**config.mk**
```make
export PLATFORM = sky130hd
export DESIGN_NAME = dynamic_matrix_led_flat
export DESIGN_NICKNAME = d
export VERILOG_FILES = /design/src/rtl/led_matrix_pkg.sv /design/src/rtl/dynamic_matrix_led_if.sv /design/src/rtl/scan_timer.sv /design/src/rtl/dynamic_matrix_led.sv /design/src/flat_wrapper.sv
export SDC_FILE = /design/constraint.sdc
export NUM_CORES = 1
export LEC_CHECK = 0
export CORE_ASPECT_RATIO = 2
export CORE_MARGIN = 3
export CORE_UTILIZATION = 50
export DETAILED_ROUTE_END_ITERATION = 10
export GPL_ROUTABILITY_DRIVEN = 1
export GPL_TIMING_DRIVEN = 0
export PLACE_DENSITY = 0.83
export SLEW_MARGIN = 20
export SYNTH_ARGS = -nofsm -noshare
export SYNTH_HDL_FRONTEND = slang
export SYNTH_SLANG_ARGS = --single-unit
```
**constraint.sdc**
```tcl
create_clock -name sys_clock -period 5.8 [get_ports sys_clock]
set_input_delay 0.87 -clock sys_clock [delete_from_list [all_inputs] [get_ports sys_clock]]
set_output_delay 0.87 -clock sys_clock [all_outputs]
set_load 0.02 [all_outputs]
```
**src/rtl/led_matrix_pkg.sv**
```systemverilog
// Shared types for the 8x8 LED matrix scan driver.
//   ROWS/COLS  : matrix geometry
//   row_idx_t  : binary row select (decoded off-chip)
//   col_bits_t : one row's column pattern
//   frame_t    : packed whole-frame buffer, for use by the top level
package led_matrix_pkg;

  localparam int unsigned ROWS = 8;
  localparam int unsigned COLS = 8;

  typedef logic [2:0]      row_idx_t;
  typedef logic [COLS-1:0] col_bits_t;
  typedef col_bits_t [0:ROWS-1] frame_t;

endpackage

```
**src/rtl/dynamic_matrix_led_if.sv**
```systemverilog
// Frame-buffer / pin bundle between the frame owner and the scan driver.
//   LEDdata : frame buffer, LEDdata[r] is the column pattern for row r
//   row     : currently selected row
//   col     : column drive for the selected row
// master = frame owner / board side, slave = scan driver.
interface dynamic_matrix_led_if;
  import led_matrix_pkg::*;

  col_bits_t LEDdata [0:ROWS-1];
  row_idx_t  row;
  col_bits_t col;

  modport master (output LEDdata, input row, input col);
  modport slave  (input LEDdata, output row, output col);

endinterface

```
**src/rtl/scan_timer.sv**
```systemverilog
// Row dwell timer: counts 0..DWELL-1 and flags the last cycle of each slot.
//   sys_clock, sys_reset : clock, synchronous active-high reset
//   cnt                  : position within the current row slot
//   slot_end             : high while cnt == DWELL-1 (registered)
module scan_timer #(
  parameter int unsigned DWELL = 27000,
  parameter int unsigned CNT_W = $clog2(DWELL)
) (
  input  logic             sys_clock,
  input  logic             sys_reset,
  output logic [CNT_W-1:0] cnt,
  output logic             slot_end
);

  // slot_end is precomputed one cycle ahead so it lines up with cnt == DWELL-1.
  always_ff @(posedge sys_clock) begin
    if (sys_reset) begin
      cnt      <= '0;
      slot_end <= 1'b0;
    end else if (slot_end) begin
      cnt      <= '0;
      slot_end <= 1'b0;
    end else begin
      cnt      <= cnt + CNT_W'(1);
      slot_end <= (cnt == CNT_W'(DWELL - 2));
    end
  end

endmodule

```
**src/rtl/dynamic_matrix_led.sv**
```systemverilog
// Scan driver for an 8x8 multiplexed LED matrix.
// One row is held for DWELL cycles; the first BLANK cycles of every slot
// drive COL_OFF to suppress ghosting, the rest drive LEDdata[row].
//   sys_clock, sys_reset : clock, synchronous active-high reset
//   bus (slave)          : LEDdata in, row/col out (both registered)
module dynamic_matrix_led
  import led_matrix_pkg::*;
#(
  parameter int unsigned DWELL   = 27000,
  parameter int unsigned BLANK   = 64,
  parameter col_bits_t   COL_OFF = 8'hFF
) (
  input  logic               sys_clock,
  input  logic               sys_reset,
  dynamic_matrix_led_if.slave bus
);

  localparam int unsigned CNT_W = $clog2(DWELL);

  logic [CNT_W-1:0] cnt;
  logic [CNT_W-1:0] cnt_nxt;
  logic             slot_end;
  row_idx_t         row_q;
  row_idx_t         row_nxt;
  col_bits_t        col_q;

  scan_timer #(.DWELL(DWELL), .CNT_W(CNT_W)) u_scan_timer (
    .sys_clock (sys_clock),
    .sys_reset (sys_reset),
    .cnt       (cnt),
    .slot_end  (slot_end)
  );

  // Mirror the timer's next state so col is decided from the values that
  // become current on this edge; row and col therefore always switch together.
  always_comb begin
    row_nxt = row_q;
    cnt_nxt = cnt + CNT_W'(1);
    if (slot_end) begin
      row_nxt = row_q + 3'd1;
      cnt_nxt = '0;
    end
  end

  always_ff @(posedge sys_clock) begin
    if (sys_reset) begin
      row_q <= '0;
      col_q <= (BLANK > 0) ? COL_OFF : bus.LEDdata[0];
    end else begin
      row_q <= row_nxt;
      col_q <= (32'(cnt_nxt) < BLANK) ? COL_OFF : bus.LEDdata[row_nxt];
    end
  end

  assign bus.row = row_q;
  assign bus.col = col_q;

endmodule

```
**src/flat_wrapper.sv**
```systemverilog
// flat-port wrapper written by rule: the top's interface ports become plain ports
module dynamic_matrix_led_flat import led_matrix_pkg::*;
#(
  parameter int unsigned DWELL   = 27000,
  parameter int unsigned BLANK   = 64,
  parameter col_bits_t   COL_OFF = 8'hFF
)
  (sys_clock, sys_reset, bus_LEDdata, bus_row, bus_col);
  dynamic_matrix_led_if bus_i ();
  input  logic sys_clock;
  input  logic sys_reset;
  input wire logic [$bits(bus_i.LEDdata)-1:0] bus_LEDdata;
  output wire logic [$bits(bus_i.row)-1:0] bus_row;
  output wire logic [$bits(bus_i.col)-1:0] bus_col;
  assign bus_i.LEDdata = {>>{bus_LEDdata}};
  assign bus_row = bus_i.row;
  assign bus_col = bus_i.col;
  dynamic_matrix_led #(.DWELL(DWELL), .BLANK(BLANK), .COL_OFF(COL_OFF)) u_core (.sys_clock(sys_clock), .sys_reset(sys_reset), .bus(bus_i));
endmodule
```
==> results.md <==
* Seq pwr share at 52.3%
* Reg2reg setup slack at 3.18 ns
* DRC errors left at 0
* Final worst setup slack at 3.18 ns
* Hold endpoint: u_core.u_scan_timer.slot_end
* Cell row count at 34
* Slew headroom at 30.2%
* Top_reg_cell synth: dfxtp_1
* Setup Buffers After CTS at 0
* Net Sw Frac at 23.1%
* First-pass GRT wire length at 12,300 um
* I/O Pins at 77
* Synth top area share at 23.4%
* Outcome: finished clean
* Comb pwr share at 17.3%
* Placer Congestion at 0.969
* Setup slack after placement at 3.21 ns
* Crit path DAT at 2.84 ns
* Synthesized area per cell at 7.83 um^2
* Pleak at 0.987 nW
* DR pass1 iterations at 4
* CTS clk-pin slew, worst paths at 0.10 ns
* Post-synth top area cell: dfxtp_1
* Most common cell in the netlist: nand2_1
* # setup viols final at 0
* Slowest-stage cell, CP: dfxtp_1
* P_int at 0.279 mW
* Max Cap Viol at 0
* Vias in the first global route at 2,646
* Final ANT Viol Nets at 0
* Synth Instances at 295
* Reg2Reg Capture Point: u_core.bus.col[2]
* # port buffers at 75
* Layout cells sized above 1 at 3.48%
* Slew @ Worst Pin at 1.04 ns
* Final min period at 2.62 ns
* Dpl cell area at 0.00313 mm^2
* Max Freq at 381 MHz
* WP data required at 6.01 ns
* Setup CP Type: reg -> reg
* H-tree lvl count at 1
* Clock Skew at 0.00508 ns
* Synth top area cells: dfxtp_1 23%, nand4b_1 12%, o221ai_1 12%
* Async set-reset flop share out of synthesis at 0%
* Vias per cell at 6.35
* Die height at 102 um
* WL final at 8130 um
* Worst-path fanout max at 10
* Psw at 0.0837 mW
* Skew-Pair Late Insertion Delay at 0.28 ns
* Number of synthesized register bits at 27
* Top post-synthesis cells by count: 37 x nand2_1, 32 x a21o_1, 32 x nand4b_1, 32 x o221ai_1, 27 x dfxtp_1
* Routed vias at 2,718
* Area Overhead vs Synth at 37.5%
* Hold Violations, Final at 0
* Worst hold slack at 0.492 ns
* Number of antenna violations at the first check in global routing at 0
* Hold_sp: u_core.u_scan_timer.cnt[14]
* Element type at the critical path end: flop
* Worst Reg-to-Reg Cells at 9
* Clock sinks at 27
* Worst Setup Start Kind: flop
* CTS tree: yes
* Maximum number of pins on one net before global-route repair at 17
* Post-route cell area at 0.00318 mm^2
* N_diodes at 0
* Final nets at 444
* Hpwl dp at 6460 um
* Global Route Usage Sum at 30.0%
* Yosys cell types at 44
* Number of synthesized flops with an enable pin at 0
* Peak VDD IR at 0.139 mV
* Gr ovfl total at 0
* Sequential area share after synthesis at 23.4%
* Clock Path Buffers at 2
* CP peak stage delay at 0.49 ns
* DRT iter0 DRCs at 65
* Root buffer cell: clkbuf_8
* Cts hold-fix bufs at 0
* PwrDens at 114 mW/mm^2
* Core area at 0.00442 mm^2
* WL/cell at 19.0 um
* CP Cell Sequence: ha_1, clkbuf_1, and2_1, clkbuf_1, xnor2_1, clkbuf_1, a21o_1, nand4_1, o21ai_1
* Die width at 54.1 um
* Initial Utilization at 52.2%
* Post-Syn Area at 0.00231 mm^2
* Reg2Reg Launch Point: u_core.bus.row[1]
* Cells on Worst Hold Path at 2
* Worst Hold Class: reg -> reg
* Cts bufs inserted at 3
* Clock power share at 30.4%
* Unrepaired setup endpoints after global routing: no
* Setup TNS at 0 ns
* Yosys warnings at 0
* Mapped Nets at 364
* Most common cell on crit path: clkbuf_1
* Pins Over Slew Limit at 0
* Die area at 0.00552 mm^2
* Crit share post-route at 45.2%
* Post-cts sizing count at 0
cell type report:
cell class,count,area [um^2]
plain buffers,32,124
clock buffers,3,41.3
clock inverters,1,7.51
fillers,393,1250
inverters,3,11.3
multi-input cells,233,1630
flip-flops and latches,27,541
well taps,54,67.6
repair buffers,75,751
critical path: cells and delay by family (launching register included):
| kind | cells | cell delay (ns) |
|---|---|---|
| buffers and inverters | 3 | 0.87 |
| xor gates and xnor gates | 1 | 0.28 |
| adders and majority gates | 1 | 0.21 |
| and+or+nand+nor | 2 | 0.35 |
| AOI/OAI and AO/OA | 2 | 0.36 |
| DFF | 1 | 0.49 |
state kept, by name, summed over array words and instances (netlist names):
name	count
u_core.u_scan_timer.slot_end	1
u_core.u_scan_timer.cnt	15
u_core.bus.row	3
u_core.bus.col	8
worst max-delay path by stage:
stage                           start                 to  slack (ns)  cells past startpoint
detailed placement  u_core.bus.row[1]  u_core.bus.col[2]        3.21                      9
finish              u_core.bus.row[1]  u_core.bus.col[2]        3.18                      9
global placement    u_core.bus.row[1]  u_core.bus.col[2]        3.27                      9
floorplan           u_core.bus.row[1]  u_core.bus.col[1]        3.73                      9
global route        u_core.bus.row[1]  u_core.bus.col[7]        3.04                      9
CTS                 u_core.bus.row[1]  u_core.bus.col[2]        3.20                      9
layout by cell type (no fill, tap or decap), drive strengths merged, types with 4 or more instances in the layout:
cell           synthesis  layout
clkdlybuf4s50          0      75
nand2                 37      37
nand4b                32      32
o221ai                32      32
a21o                  32      32
dfxtp                 27      27
clkbuf                24      27
nor2                  17      17
nand4                 12      12
o21ai                 10      10
xnor2                  8       8
buf                    8       8
nand3                  5       5
xor2                   4       4
power by group through the flow:
stage / sequential, mW / clock (mW) / combinational (mW)
detailed placement: 0.194 / 0 / 0.0618
floorplan: 0.194 / 0 / 0.00925
finish: 0.190 / 0.110 / 0.0626
global placement: 0.194 / 0 / 0.0616
CTS: 0.190 / 0.114 / 0.0622
global route: 0.190 / 0.122 / 0.0653
per-stage QoR:
| step | util, % | power [mW] | instances |
|---|---|---|---|
| 5_1_grt | 71.8 | 0.378 | 428 |
| 2_1_floorplan | - | 0.203 | 295 |
| 3_3_place_gp | 70.7 | 0.256 | 424 |
| 4_1_cts | 71.8 | 0.366 | 428 |
| 3_5_place_dp | 70.7 | 0.256 | 424 |
| 6_report | 71.8 | 0.363 | 428 |
metal layers:
| metal | vias up | part of all wire (%) | track usage, % |
|---|---|---|---|
| li1 | 1305 | - | - |
| met1 | 1255 | 36 | 30.3 |
| met3 | 40 | 4.7 | 2.63 |
| met2 | 118 | 53 | 55.2 |
| met5 | - | 0 | 0 |
| met4 | 0 | 7.0 | 19.4 |
kinds of logic after synthesis:
logic type | synth area share (%)
and+or+nand+nor | 34.2
AOI/OAI and AO/OA | 29.1
buffers and inverters | 5.85
DFF | 23.4
xor gates and xnor gates | 4.55
muxes | 1.30
adders and majority gates | 1.63
Note: power is estimated with default switching activity, not from simulation.
==> RTL change 1, RTL diff (same settings) <==
The package constant `ROWS` goes from 8 to 4.
--- a/src/rtl/led_matrix_pkg.sv
+++ b/src/rtl/led_matrix_pkg.sv
@@ -5,7 +5,7 @@
 //   frame_t    : packed whole-frame buffer, for use by the top level
 package led_matrix_pkg;
 
-  localparam int unsigned ROWS = 8;
+  localparam int unsigned ROWS = 4;
   localparam int unsigned COLS = 8;
 
   typedef logic [2:0]      row_idx_t;
Ports: changed (resized bus_LEDdata); port bits go from 77 to 45. The function was not compared with the original's and may differ.
==> RTL change 1 against the original RTL <==
Critical path depth down 8. Wire length down 51%. Setup slack better by 330 ps. Synthesized cell count down 50%. Final area down 35%. Sequential cell count unchanged. Fmax up 14%. Clock skew up 2.0 ps. Total power down 7.8%. Critical path type is now reg2out. Synthesized area down 33%.
==> RTL change 1: results (changes against the original RTL) <==
Max Fanout on Critical Path - 3 (-7)
VDD IR max - 131 uV (-5.4%)
first-pass GRT wire length - 6620 um (-46%)
Post-Synthesis Net Count - 184 (-49%)
Final #Nets - 233 (-48%)
Filler cells - 211 (-46%)
HPWL after DPL - 3250 um (-50%)
status - completed
placed cells - 221 (-48%)
Slew @ Worst Pin - 579 ps (-466 ps)
Leak - 0.762 nW (-23%)
vias per cell - 6.01 (-5.4%)
share of layout cells above drive strength 1 - 17.9% (+14 points)
worst path arrival time - 1430 ps (-1410 ps)
sequential share of the synthesized area - 34.8% (+11 points)
Crit. Startpoint - u_core.bus.row[0]
critical path's slowest cell - clkdlybuf4s50_1
Synth top cells by count - dfxtp_1, nor2_1, mux4_2, xnor2_1
initial drt markers - 37 (-43%)
Post-DP Area - 2030 um2 (-35%)
Synth cell types - 45 (+2.3%)
number of global-route vias before repair - 1,429 (-46%)
worst hold path depth - 1 (-1)
R2R cell count - 5 (-4)
leading post-synthesis cells by cell area - dfxtp_1, mux4_2, nor2_1
DR WL/cell - 17.6 um (-7.3%)
worst stage delay on the critical path - 680 ps (+190 ps)
DRT Wirelength - 3960 um (-51%)
Pint - 263 uW (-5.9%)
==> RTL change 1: changes by cell type in the layout (fill, tap and decap cells not counted), sizes merged, moves of 3 or more <==
cell | before | now
nor2b | 3 | 0
a21o | 32 | 0
nand4b | 32 | 0
clkbuf | 27 | 5
mux4 | 0 | 8
clkdlybuf4s50 | 75 | 44
nand4 | 12 | 5
nand2 | 37 | 7
o221ai | 32 | 1
nor2 | 17 | 26
==> RTL change 1: power groups by stage <==
| stage | Clock (mW) | Sequential (mW) | Combinational (mW) |
|---|---|---|---|
| after global placement | 0 | 0.193 | 0.0356 |
| after CTS | 0.109 | 0.189 | 0.0372 |
| after global routing | 0.118 | 0.190 | 0.0403 |
| after floorplan | 0 | 0.193 | 0.0121 |
| after detailed placement | 0 | 0.194 | 0.0370 |
| final | 0.108 | 0.189 | 0.0373 |
==> RTL change 1: logic make-up after synthesis <==
group,synth area share (%)
fa+ha+maj,2.42
buf+inv,5.64
compound gates,12.2
mux,12.5
simple gates,22.8
xor+xnor,9.67
flops,34.8
==> RTL change 1: area by class of cell <==
cell class                 count  area [um2]  area share, %
sequential                    27         541           26.0
buffer                        10        80.1           3.86
inverter                       2        7.51          0.361
clock buffer                   3        41.3           1.99
multi-input combinational    108         925           44.5
tap                           30        37.5           1.81
clock inverter                 1        5.00          0.241
timing repair buffer          44         440           21.2
==> RTL change 1: per-layer routing <==
metal / vias to the layer above / GRT usage, % / share of wire (%)
li1: 626 / - / -
met1: 641 / 21.3 / 30
met2: 69 / 44.2 / 60
met3: 16 / 4.67 / 5.5
met4: 0 / 13.6 / 4.2
met5: - / 0 / 0
==> RTL change 1: worst paths after layout <==
path	slack, ps	end
setup reg to reg	3800	u_core.bus.col[0]
hold / removal	500	u_core.u_scan_timer.cnt[0]
hold reg to reg	500	u_core.u_scan_timer.cnt[0]
setup / recovery	3500	bus_row[0]
==> RTL change 1: per-stage QoR <==
| stage | setup slack, ps | hold slack [ps] |
|---|---|---|
| after floorplan | 3940 | 448 |
| after global placement | 3440 | 463 |
| after detailed placement | 3400 | 481 |
| after CTS | 3490 | 503 |
| after global routing | 3430 | 535 |
| final | 3500 | 498 |
==> RTL change 2, RTL diff (same flow settings) <==
Without the edit above. Make the reset (`sys_reset`) asynchronous in one clocked block. Comments in the files are not updated.
--- a/src/rtl/scan_timer.sv
+++ b/src/rtl/scan_timer.sv
@@ -13,7 +13,7 @@
 );
 
   // slot_end is precomputed one cycle ahead so it lines up with cnt == DWELL-1.
-  always_ff @(posedge sys_clock) begin
+  always_ff @(posedge sys_clock or posedge sys_reset) begin
     if (sys_reset) begin
       cnt      <= '0;
       slot_end <= 1'b0;
Check against the original RTL: no difference found for any inputs over 10 cycles, from zero or initial values and one cycle with sys_reset high; that may be too few to reach the edited logic, so the function may still have changed.
==> RTL change 2 against the original RTL <==
Sequential share of layout area grew 6.8 points. Final area down 18%. Setup slack better by 300 ps. Total power is 2.9% lower. Wire length down 41%. Cell count is 38% lower. Clock power is 4% lower. Non-clock buffer count down 24. Synthesized area decreased by 24%. Sequential cell count stayed put. Highest routed layer unchanged.
==> RTL change 2: results (changes against the original RTL) <==
status - completed
final cell count without fillers - 265 (-38%)
Synth async-reset ratio - 59.3% (+59 points)
1st-pass router iterations - 4 (unchanged)
share of layout cells above drive strength 1 - 15.8% (+12 points)
VDD IR max - 106 uV (-24%)
Worst Skew - 6.95 ps (+1.87 ps)
sequential share of the synthesized area - 35.2% (+12 points)
routing usage on met2 - 46.1% (-9.1 points)
number of global-route vias before repair - 1,815 (-31%)
Routability Congestion - 0.825 (-15%)
worst stage delay on the critical path - 480 ps
met1 GRT Util - 21.9% (-8.3 points)
total setup buffers inserted after CTS - 0 (unchanged)
initial drt markers - 25 (-62%)
Largest register FFs - 15 (unchanged)
placed cells - 261 (-38%)
TritonCTS buffer count - 3 (unchanged)
total number of vias - 1,605 (-41%)
Max Fanout on Critical Path - 10 (unchanged)
Synth Warn # - 0 (unchanged)
pre-CTS WS - 3240 ps (+22.4 ps)
largest net degree at the start of global routing - 25 (+8)
DR WL/cell - 18.1 um (-4.5%)
leading post-synthesis cells by cell area - dfrtp_1, mux4_2, dfxtp_1
min-delay worst type - reg2reg
IO Port Bufs - 76 (+1.3%)
Clock Path Buffers - 2 (unchanged)
Top delay family on crit path - multiplexers
GRT Total Usage - 25.0% (-5.0 points)
dominant synthesized flop cell - dfrtp_1
HPWL after DPL - 4170 um (-35%)
Synth cell types - 39 (-11%)
initial antenna violation count - 0 (unchanged)
Gate Count Post-Synth - 154 (-48%)
Post-Synthesis Net Count - 223 (-39%)
wire length on met3 - 369 um (-2.6%)
Metal-1 WL - 1430 um (-51%)
Clock Latency Late Sink - 270 ps
critical path's slowest cell - mux2i_2
Max transition margin - 32.3% (+2.1 points)
Leak - 1.10 nW (+12%)
wire length on met2 - 2840 um (-34%)
first-pass GRT wire length - 7850 um (-36%)
met3 usage - 7.40% (+4.8 points)
largest reg by FF count - u_core.u_scan_timer.cnt
Synth top cells by count - nor2_1, dfrtp_1, mux4_2
number of H-tree levels - 1 (unchanged)
worst path arrival time - 2450 ps (-390 ps)
Final #Nets - 304 (-32%)
[RTL change 2: kinds of logic after synthesis]
kind of cell	Yosys count	synth area share, %
adder cells (fa/ha/maj)	3	2.13
XOR/XNOR	12	7.03
buffers and inverters	14	4.12
AND/OR/NAND/NOR	52	15.8
flip-flops	27	35.2
multiplexers	28	27.5
AO/OA/AOI/OAI	18	8.30
[RTL change 2: final timing paths]
| kind | from | to | slack (ps) | depth (start not counted) |
|---|---|---|---|---|
| max in group asynchronous | sys_reset | u_core.u_scan_timer.cnt[10] | 4390 | 2 |
| hold / removal | u_core.u_scan_timer.cnt[0] | u_core.u_scan_timer.cnt[0] | 530 | 1 |
| setup reg to reg | u_core.bus.row[0] | u_core.bus.col[5] | 3480 | 6 |
| min in group asynchronous | sys_reset | u_core.u_scan_timer.cnt[11] | 1040 | 2 |
| hold reg to reg | u_core.u_scan_timer.cnt[0] | u_core.u_scan_timer.cnt[0] | 530 | 1 |
| setup / recovery | u_core.bus.row[0] | u_core.bus.col[5] | 3480 | 6 |
[RTL change 2: cell type report]
cell class | instances | area [um2]
sequential | 27 | 621
inverter | 7 | 26.3
fill | 218 | 658
buffer | 7 | 46.3
tap | 31 | 38.8
multi-input combinational | 113 | 1070
clock buffer | 4 | 45.0
timing repair buffer | 76 | 761
[RTL change 2: report_power, final]
group	internal (mW)	leakage, nW	switching [mW]	total [mW]
Combinational	0.0479	0.781	0.0121	0.0600
Sequential	0.187	0.298	0.0000000000000000589	0.187
Clock	0.0493	0.0228	0.0563	0.106
Total	0.284	1.10	0.0684	0.352
[RTL change 2: per-stage QoR]
step                      power [mW]  area [um2]
final                          0.352        2610
after global routing           0.367        2610
after CTS                      0.353        2610
after detailed placement       0.251        2560
after global placement         0.250        2560
after floorplan                0.205        1760
